### src/rtl/fifo_read_ctrl_if.sv
// Handshake bundle between a read-side FIFO, the read controller and its downstream consumer.
// The controller attaches through the slave modport; the stimulus/host side uses master.
interface fifo_read_ctrl_if #(
  parameter int unsigned DSIZE = 8,
  parameter int unsigned CNTW  = 8
) ();
  logic             start;
  logic [CNTW-1:0]  len;
  logic             abort;
  logic             rempty;
  logic [DSIZE-1:0] rdata;
  logic             rinc;
  logic [DSIZE-1:0] out_data;
  logic             out_valid;
  logic             out_ready;
  logic             busy;
  logic             done;
  logic             aborted;
  logic [CNTW-1:0]  rd_count;

  modport slave (
    input  start, len, abort, rempty, rdata, out_ready,
    output rinc, out_data, out_valid, busy, done, aborted, rd_count
  );

  modport master (
    output start, len, abort, rempty, rdata, out_ready,
    input  rinc, out_data, out_valid, busy, done, aborted, rd_count
  );
endinterface

### src/rtl/fifo_read_ctrl.sv
// Reads a requested number of words out of a FIFO into a 2-entry skid buffer and
// presents them downstream with a valid/ready handshake; supports abort.
module fifo_read_ctrl #(
  parameter int unsigned DSIZE = 8,
  parameter int unsigned CNTW  = 8
) (
  input logic              rclk,
  input logic              rrst_n,
  fifo_read_ctrl_if.slave  bus
);

  typedef enum logic [1:0] {StIdle, StRun, StDrain, StDone} state_e;

  state_e           state_q;
  logic [CNTW-1:0]  remaining_q, len_q, rd_count_q, rem_d;
  logic             aborted_q;
  logic [DSIZE-1:0] buf_q [2];
  logic [1:0]       cnt_q, cnt_d, wr_pos;
  logic             hs, room, rinc, wr_idx;

  assign hs   = (cnt_q != 2'd0) && bus.out_ready;
  // A full buffer still has room if its head leaves this cycle.
  assign room = (cnt_q != 2'd2) || hs;
  assign rinc = (state_q == StRun) && !bus.rempty && (remaining_q != '0) && room && !bus.abort;

  always_comb begin
    cnt_d  = cnt_q + {1'b0, rinc} - {1'b0, hs};
    rem_d  = remaining_q - CNTW'(rinc);
    wr_pos = cnt_q - {1'b0, hs};
    wr_idx = wr_pos[0];
  end

  always_ff @(posedge rclk or negedge rrst_n) begin
    if (!rrst_n) begin
      state_q     <= StIdle;
      remaining_q <= '0;
      len_q       <= '0;
      rd_count_q  <= '0;
      aborted_q   <= 1'b0;
      cnt_q       <= 2'd0;
      buf_q[0]    <= '0;
      buf_q[1]    <= '0;
    end else begin
      if (hs) begin
        buf_q[0] <= buf_q[1];
        if (rd_count_q != len_q) rd_count_q <= rd_count_q + CNTW'(1);
      end
      // Placed after the shift so a push into the slot just vacated wins.
      if (rinc) buf_q[wr_idx] <= bus.rdata;

      case (state_q)
        StIdle: begin
          if (bus.start) begin
            rd_count_q  <= '0;
            aborted_q   <= 1'b0;
            len_q       <= bus.len;
            remaining_q <= bus.len;
            state_q     <= (bus.len == '0) ? StDone : StRun;
          end
        end
        StRun: begin
          if (bus.abort) begin
            cnt_q       <= 2'd0;
            remaining_q <= '0;
            aborted_q   <= 1'b1;
            state_q     <= StDone;
          end else begin
            cnt_q       <= cnt_d;
            remaining_q <= rem_d;
            if (rem_d == '0) state_q <= (cnt_d == 2'd0) ? StDone : StDrain;
          end
        end
        StDrain: begin
          if (bus.abort) begin
            cnt_q     <= 2'd0;
            aborted_q <= 1'b1;
            state_q   <= StDone;
          end else begin
            cnt_q <= cnt_d;
            if (cnt_d == 2'd0) state_q <= StDone;
          end
        end
        StDone:  state_q <= StIdle;
        default: state_q <= StIdle;
      endcase
    end
  end

  assign bus.rinc      = rinc;
  assign bus.out_data  = buf_q[0];
  assign bus.out_valid = (cnt_q != 2'd0);
  assign bus.busy      = (state_q == StRun) || (state_q == StDrain);
  assign bus.done      = (state_q == StDone);
  assign bus.aborted   = aborted_q;
  assign bus.rd_count  = rd_count_q;

endmodule
### src/flat_wrapper.sv
// flat-port wrapper written by rule: the top's interface ports become plain ports
module fifo_read_ctrl_flat 
#(
  parameter int unsigned DSIZE = 8,
  parameter int unsigned CNTW  = 8
)
  (rclk, rrst_n, bus_start, bus_len, bus_abort, bus_rempty, bus_rdata, bus_out_ready, bus_rinc, bus_out_data, bus_out_valid, bus_busy, bus_done, bus_aborted, bus_rd_count);
  fifo_read_ctrl_if #(.DSIZE(DSIZE), .CNTW(CNTW)) bus_i ();
  input logic rclk;
  input logic rrst_n;
  input wire logic [$bits(bus_i.start)-1:0] bus_start;
  input wire logic [$bits(bus_i.len)-1:0] bus_len;
  input wire logic [$bits(bus_i.abort)-1:0] bus_abort;
  input wire logic [$bits(bus_i.rempty)-1:0] bus_rempty;
  input wire logic [$bits(bus_i.rdata)-1:0] bus_rdata;
  input wire logic [$bits(bus_i.out_ready)-1:0] bus_out_ready;
  output wire logic [$bits(bus_i.rinc)-1:0] bus_rinc;
  output wire logic [$bits(bus_i.out_data)-1:0] bus_out_data;
  output wire logic [$bits(bus_i.out_valid)-1:0] bus_out_valid;
  output wire logic [$bits(bus_i.busy)-1:0] bus_busy;
  output wire logic [$bits(bus_i.done)-1:0] bus_done;
  output wire logic [$bits(bus_i.aborted)-1:0] bus_aborted;
  output wire logic [$bits(bus_i.rd_count)-1:0] bus_rd_count;
  assign bus_i.start = bus_start;
  assign bus_i.len = bus_len;
  assign bus_i.abort = bus_abort;
  assign bus_i.rempty = bus_rempty;
  assign bus_i.rdata = bus_rdata;
  assign bus_i.out_ready = bus_out_ready;
  assign bus_rinc = bus_i.rinc;
  assign bus_out_data = bus_i.out_data;
  assign bus_out_valid = bus_i.out_valid;
  assign bus_busy = bus_i.busy;
  assign bus_done = bus_i.done;
  assign bus_aborted = bus_i.aborted;
  assign bus_rd_count = bus_i.rd_count;
  fifo_read_ctrl #(.DSIZE(DSIZE), .CNTW(CNTW)) u_core (.rclk(rclk), .rrst_n(rrst_n), .bus(bus_i));
endmodule
### config.mk
export PLATFORM = sky130hd
export DESIGN_NAME = fifo_read_ctrl_flat
export DESIGN_NICKNAME = d
export VERILOG_FILES = /design/src/rtl/fifo_read_ctrl_if.sv /design/src/rtl/fifo_read_ctrl.sv /design/src/flat_wrapper.sv
export SDC_FILE = /design/constraint.sdc
export NUM_CORES = 1
export LEC_CHECK = 0
export BUFFER_PORTS_ARGS = -buffer_cell sky130_fd_sc_hd__buf_2
export CORE_MARGIN = 2
export CORE_UTILIZATION = 51
export DETAILED_ROUTE_END_ITERATION = 16
export PLACE_DENSITY = 0.76
export SETUP_SLACK_MARGIN = 0.2
export SYNTH_ARGS = -nofsm -noshare
export SYNTH_HDL_FRONTEND = slang
export SYNTH_SLANG_ARGS = --single-unit
### constraint.sdc
create_clock -name rclk -period 3.1 [get_ports rclk]
set_clock_uncertainty 0.1 [all_clocks]
set_input_delay 0.62 -clock rclk [delete_from_list [all_inputs] [get_ports rclk]]
set_output_delay 0.62 -clock rclk [all_outputs]
set_load 0.01 [all_outputs]
# Yosys cells after proc, flatten, opt, wreduce, memory -nomap -nowiden
# Cells that the tools add are included.
# classes
multipliers	0
div_mod_pow	0
reduce_logical	23
addsub	5
n_shift	0
n_bitwise	1
eq_ne	9
magnitude_cmp	2
mux	24
# ops
operator	count
8-bit two-way mux	8
16-bit bitwise mux	1
8-bit logical NOT	2
16-bit two-way mux	1
8-bit one-hot mux with 2 select lines	1
2-bit two-way mux	7
8-bit by 1-bit adder with 8-bit output, second input constant	1
8-bit demux with 1-bit select	1
8-bit != test	1
2-bit one-hot mux with 4 select lines	1
8-bit nonzero test	1
8-bit by 1-bit subtractor with 8-bit output	1
1-bit logical AND	6
3-bit AND reduction	2
2-bit nonzero test	3
2-bit equality test, second input constant	2
2-bit logical NOT	2
2-bit != test, second input constant	2
2-bit AND reduction	2
1-bit two-way mux	3
3-bit by 2-bit != test with 1-bit output, second input constant	1
3-bit != test, second input constant	1
2-bit by 1-bit adder with 2-bit output	1
2-bit by 1-bit equality test with 1-bit output, second input constant	1
10 further kinds	12
# totals
ram_bits	0
mem_bits_ro	0
in_bits	22
latchBits	0
elab_cells	72
regBits	45
n_memories	0

# Longest topological paths before layout
# depth
depth_word	12
mapped_depth	14

# Worst setup path after synthesis
# OpenSTA, ideal clock, no wires.
# synth_timing
kind	register to register
startpoint	reg u_core.state_q[1]
endpoint	reg u_core.state_q[1]
t_arrival_ns	2.821
synth_period_minus_slack_ns	3.049
setup_slack_ns	0.051
path_stages_with_launch	15
required_ns	2.872
cell_sequence	dfrtp_1 > inv_1 > ha_1 > nand2b_1 > nor3_1 > nor2b_2 > inv_1 > ha_1 > inv_1 > ha_1 > xor2_1 > mux2_2 > nor3b_2 > nor2_1 > mux2_1
# synth_between
elab_chain_cells	10
elab_cells_between_ends	18
# synth_lines
element	line	rtl
start: declaration	fifo_read_ctrl.sv:14	state_e state_q;
start signal: assignment	fifo_read_ctrl.sv:35	state_q <= StIdle;
start signal: assignment	fifo_read_ctrl.sv:58	state_q <= (bus.len == '0) ? StDone : StRun;
start signal: assignment	fifo_read_ctrl.sv:66	state_q <= StDone;
2-bit by 1-bit equality test with 1-bit output (*)	fifo_read_ctrl.sv:24	assign rinc = (state_q == StRun) && !bus.rempty && (remaining_q != '0) && room && !bus.abort;
1-bit logical AND (*) (4 in series)	fifo_read_ctrl.sv:24	
via bus_rinc	flat_wrapper.sv:17	output wire logic [$bits(bus_i.rinc)-1:0] bus_rinc;
branches (longest 4 deep; another with 8-bit by 1-bit subtractor with 8-bit output)	--	
3-bit AND reduction (no line) (*)	--	
# Mark *: on every way through the listed nets, which the timed path passes.
# A chain may end at the register's enable or synchronous reset.

# Worst setup path in the final report
# layout_timing
startpoint	reg u_core.remaining_q[5]
endpoint	reg u_core.state_q[1]
# layout_between
elab_chain_cells	9
elab_cells_between_ends	12
# layout_lines
element	line	rtl
start: declaration	fifo_read_ctrl.sv:15	logic [CNTW-1:0] remaining_q, len_q, rd_count_q, rem_d;
start signal: assignment	fifo_read_ctrl.sv:57	remaining_q <= bus.len;
start signal: assignment	fifo_read_ctrl.sv:69	remaining_q <= rem_d;
branches (longest 8 deep; another with 8-bit by 1-bit subtractor with 8-bit output)	--	
3-bit AND reduction (no line) (*)	--	
end signal: assignment	fifo_read_ctrl.sv:80	if (cnt_d == 2'd0) state_q <= StDone;
end signal: assignment	fifo_read_ctrl.sv:83	StDone: state_q <= StIdle;
end signal: assignment	fifo_read_ctrl.sv:84	default: state_q <= StIdle;
# Every way passes the cells marked *.

==> run summary <==
• **arrival time of the worst setup path** 2.94 ns
• **Final Core Density** 64.1%
• **via density per instance** 5.41
• **Synthesis Warnings** 0
• **vias in the first global route** 1880
• **Place WS** -0.0231 ns
• **CTS tree** built
• **layout-stage area growth over the synthesis result** 18.9%
• **data required time at the worst endpoint** 3.19 ns
• **first-pass GRT wire length** 8850 µm
• **Yosys reg bits** 45
• **global-route congestion overflow total** 0
• **worst-case setup margin in the final layout** 0.247 ns
• **largest fanout of any net on the critical path** 6
• **number of placement rows** 25
• **top cells by area, synth** sky130_fd_sc_hd__dfrtp_1 44%, sky130_fd_sc_hd__nand2_1 5.1%, sky130_fd_sc_hd__mux2i_1 4.7%
• **clock input transition at the sequential cells of the worst setup and hold paths** 0.09 ns
• **vertical die dimension** 75.1 µm
• **Die ar.** 5640 µm²
• **share of synthesized registers carrying an async set or reset** 100%
• **final weighted congestion of routability-driven global placement** 0.841
• **Most common cell on crit path** sky130_fd_sc_hd__ha_1
• **register area share after synthesis** 43.7%
• **clock tree root buffer cell** sky130_fd_sc_hd__clkbuf_8
• **number of input and output port buffers inserted** 42
• **longest individual stage delay on the worst path** 0.46 ns
• **routed wire length** 5360 µm
• **wire length per cell** 14.2 µm
• **most instantiated flip-flop cell in the synthesis netlist** sky130_fd_sc_hd__dfrtp_1
• **routed vias** 2044
• **R2R Path Start** u_core.remaining_q[5]$_DFFE_PN0P_
• **Final #Nets** 341
• **number of failing hold endpoints at the final stage** 0
• **number of placed I/O pins** 43
• **final total power** 2.65 mW
• **top post-synthesis cells by count** 45 x sky130_fd_sc_hd__dfrtp_1, 35 x sky130_fd_sc_hd__nand2_1, 23 x sky130_fd_sc_hd__nor2_1, 14 x sky130_fd_sc_hd__o21ai_0, 12 x sky130_fd_sc_hd__mux2i_1
• **residual DRC count** 0
• **clock latency on the worst-skew pair** 0.30 ns
• **net count after synthesis** 294
• **count of routing violations after the opening detailed-route iteration** 109
• **unrepaired setup endpoints after global routing** true
• **largest vdd supply drop** 0.504 mV
• **average size of a mapped cell** 9.81 µm²
• **post-synth cell types** 49
• **flip-flop and latch area** 1130 µm²
• **pin count of the biggest net entering global routing** 46
• **leakage power summed over all cells** 1.57 nW
• **min Tclk post-route** 2.85 ns
• **Setup violations, final** 0
• **actual slew at the worst max-slew pin** 0.967 ns
• **Placed Instances** 364
• **post-route worst hold slack** 0.371 ns
• **category of the worst setup path capture point** flip-flop
• **Clock Sinks** 45
• **cells traversed along the worst timing path** nor3_4 -> and4_4 -> nor2b_4 -> buf_4 -> ha_1 -> ha_1 -> and2b_1 -> nor3_1 -> a31oi_1 -> nor2_2 -> mux2_4
• **category of the critical setup timing path** flip-flop to flip-flop
• **length of the first detailed-routing pass in iterations** 4
• **HPWL after DPL** 3750 µm
• **maximum clock frequency** 351 MHz
• **worst-path cell with the longest stage delay** sky130_fd_sc_hd__dfrtp_2
• **fin. max-slew vios** 0
• **post-synth design cell area** 2580 µm²
• **initial antenna violation count** 0
• **outcome** complete, no violations
• **placed standard-cell area** 2870 µm²
• **Initial Util** 53.9%
• **Filler cells** 406
• **overall fraction of global-route tracks in use** 20.6%
• **floorplan core area** 4790 µm²
• **H-tree levels** 2
• **Post-Syn Instances** 263
• **number of enable flip-flop cells after synthesis** 0
• **ratio of final minimum period to clock period** 92.0%
• **area used by multi-input combinational logic** 1420 µm²
• **minimum setup slack among reg-to-reg paths** 0.25 ns
• **proportion of layout cells with a drive suffix above 1** 32.2%
• **share of the synthesized area in the top cell type** 43.7%
• **FF-to-FF path depth** 11
• **die outline width** 75.1 µm
• **worst rel slew slack** 35.5%
• **number of buffers inserted for hold repair after clock tree synthesis** 0
• **Non-Filler Instances** 378
• **RR Endpoint** u_core.state_q[1]$_DFFE_PN0P_
• **number of buffers between clock root and the deepest sink** 2
• **most repeated cell in the gate-level netlist after synthesis** sky130_fd_sc_hd__dfrtp_1
• **Antenna diodes** 0
• **type of the tightest min-delay check** input port to asynchronous set/reset pin
• **remaining antenna violation count after routing** 0
• **total negative slack** 0 ns
• **kind of start point of the critical path** flip-flop
• **max-capacitance violation count** 0
• **total clock buffers created by CTS** 5
• **power density cells** 863 nW/µm²
• **Non-Filler Cell Area, Final** 3070 µm²
• **most area-hungry cell type in the Yosys netlist** sky130_fd_sc_hd__dfrtp_1
==> routing by layer <==
metal  vias to the layer above  global-route usage [%]  wire (µm)
met4                         0                    8.93         93
met1                       969                    28.2       2520
met2                        67                    32.1       2460
met3                         6                    4.02        289
met5                         -                       0          0
li1                       1002                       -          -
==> cells in the final DEF (no fill, tap or decap), types with 2 or more instances in the layout <==
cell,n
sky130_fd_sc_hd__a211oi_1,2
sky130_fd_sc_hd__a21oi_1,9
sky130_fd_sc_hd__a21oi_2,9
sky130_fd_sc_hd__a221o_1,3
sky130_fd_sc_hd__a31oi_1,2
sky130_fd_sc_hd__a32oi_1,2
sky130_fd_sc_hd__and2_1,3
sky130_fd_sc_hd__and3_1,4
sky130_fd_sc_hd__buf_2,42
sky130_fd_sc_hd__buf_4,13
sky130_fd_sc_hd__clkbuf_8,5
sky130_fd_sc_hd__clkinv_2,2
sky130_fd_sc_hd__dfrtp_1,42
sky130_fd_sc_hd__dfrtp_2,3
sky130_fd_sc_hd__ha_1,6
sky130_fd_sc_hd__ha_4,3
sky130_fd_sc_hd__inv_1,8
sky130_fd_sc_hd__inv_2,3
sky130_fd_sc_hd__mux2_1,8
sky130_fd_sc_hd__mux2_4,2
sky130_fd_sc_hd__mux2i_1,12
sky130_fd_sc_hd__nand2_1,35
sky130_fd_sc_hd__nand2b_1,2
sky130_fd_sc_hd__nand3_1,4
sky130_fd_sc_hd__nor2_1,22
sky130_fd_sc_hd__nor2_2,3
sky130_fd_sc_hd__nor2b_1,4
sky130_fd_sc_hd__nor3_1,2
sky130_fd_sc_hd__nor3_4,3
sky130_fd_sc_hd__nor3b_2,2
sky130_fd_sc_hd__nor4_1,3
sky130_fd_sc_hd__nor4_2,2
sky130_fd_sc_hd__o21ai_0,14
sky130_fd_sc_hd__xnor2_1,4
sky130_fd_sc_hd__xor2_1,8
==> worst max-delay path, delay by kind of cell (launching register included) <==
family	cells	cell delay [ns]
flops	1	0.46
mux	1	0.32
simple gates	6	1.12
fa+ha+maj	2	0.46
compound gates	1	0.15
buf+inv	1	0.14
==> power by group <==
group	switching [mW]	internal [mW]
clock	0.206	0.156
combinational	0.691	0.600
sequential	0.178	0.815
==> how the worst max path moves through the flow <==
stage | from | endpoint | slack (ns)
2_1_floorplan | bus_abort | u_core.state_q[1]$_DFFE_PN0P_ | 0.14
3_3_place_gp | bus_abort | u_core.state_q[1]$_DFFE_PN0P_ | 0.04
3_5_place_dp | bus_abort | u_core.state_q[1]$_DFFE_PN0P_ | -0.02
4_1_cts | u_core.state_q[1]$_DFFE_PN0P_ | u_core.state_q[1]$_DFFE_PN0P_ | 0.21
5_1_grt | u_core.remaining_q[5]$_DFFE_PN0P_ | u_core.state_q[1]$_DFFE_PN0P_ | 0.13
6_report | u_core.remaining_q[5]$_DFFE_PN0P_ | u_core.state_q[1]$_DFFE_PN0P_ | 0.25
==> kinds of logic (layout without fill, tap and decap cells) <==
| group | after synthesis | count (layout) | share of synthesized area, % |
|---|---|---|---|
| AND/OR/NAND/NOR | 100 | 100 | 20.1 |
| AO/OA/AOI/OAI | 48 | 48 | 12.9 |
| flip-flops | 45 | 45 | 43.7 |
| buffers and inverters | 26 | 74 | 5.58 |
| multiplexers | 22 | 22 | 9.03 |
| XOR/XNOR | 13 | 13 | 4.42 |
| adder cells (fa/ha/maj) | 9 | 9 | 4.37 |
==> layout make-up <==
type | instances | area share, %
multi-input cells | 192 | 46.2
clock buffers | 5 | 2.24
clock inverters | 3 | 0.571
well taps | 67 | 2.73
inverters | 11 | 1.35
repair buffers | 55 | 10.0
flip-flops and latches | 45 | 36.9
==> timing repair <==
action | CTS | global route
setup endpoints to repair | 1 | 2
setup buffers | 4 | 2
gates cloned | 0 | 0
pin swaps | 4 | 6
gates resized for setup | 5 | 11
No activity file was read; power rests on OpenSTA's default activity.
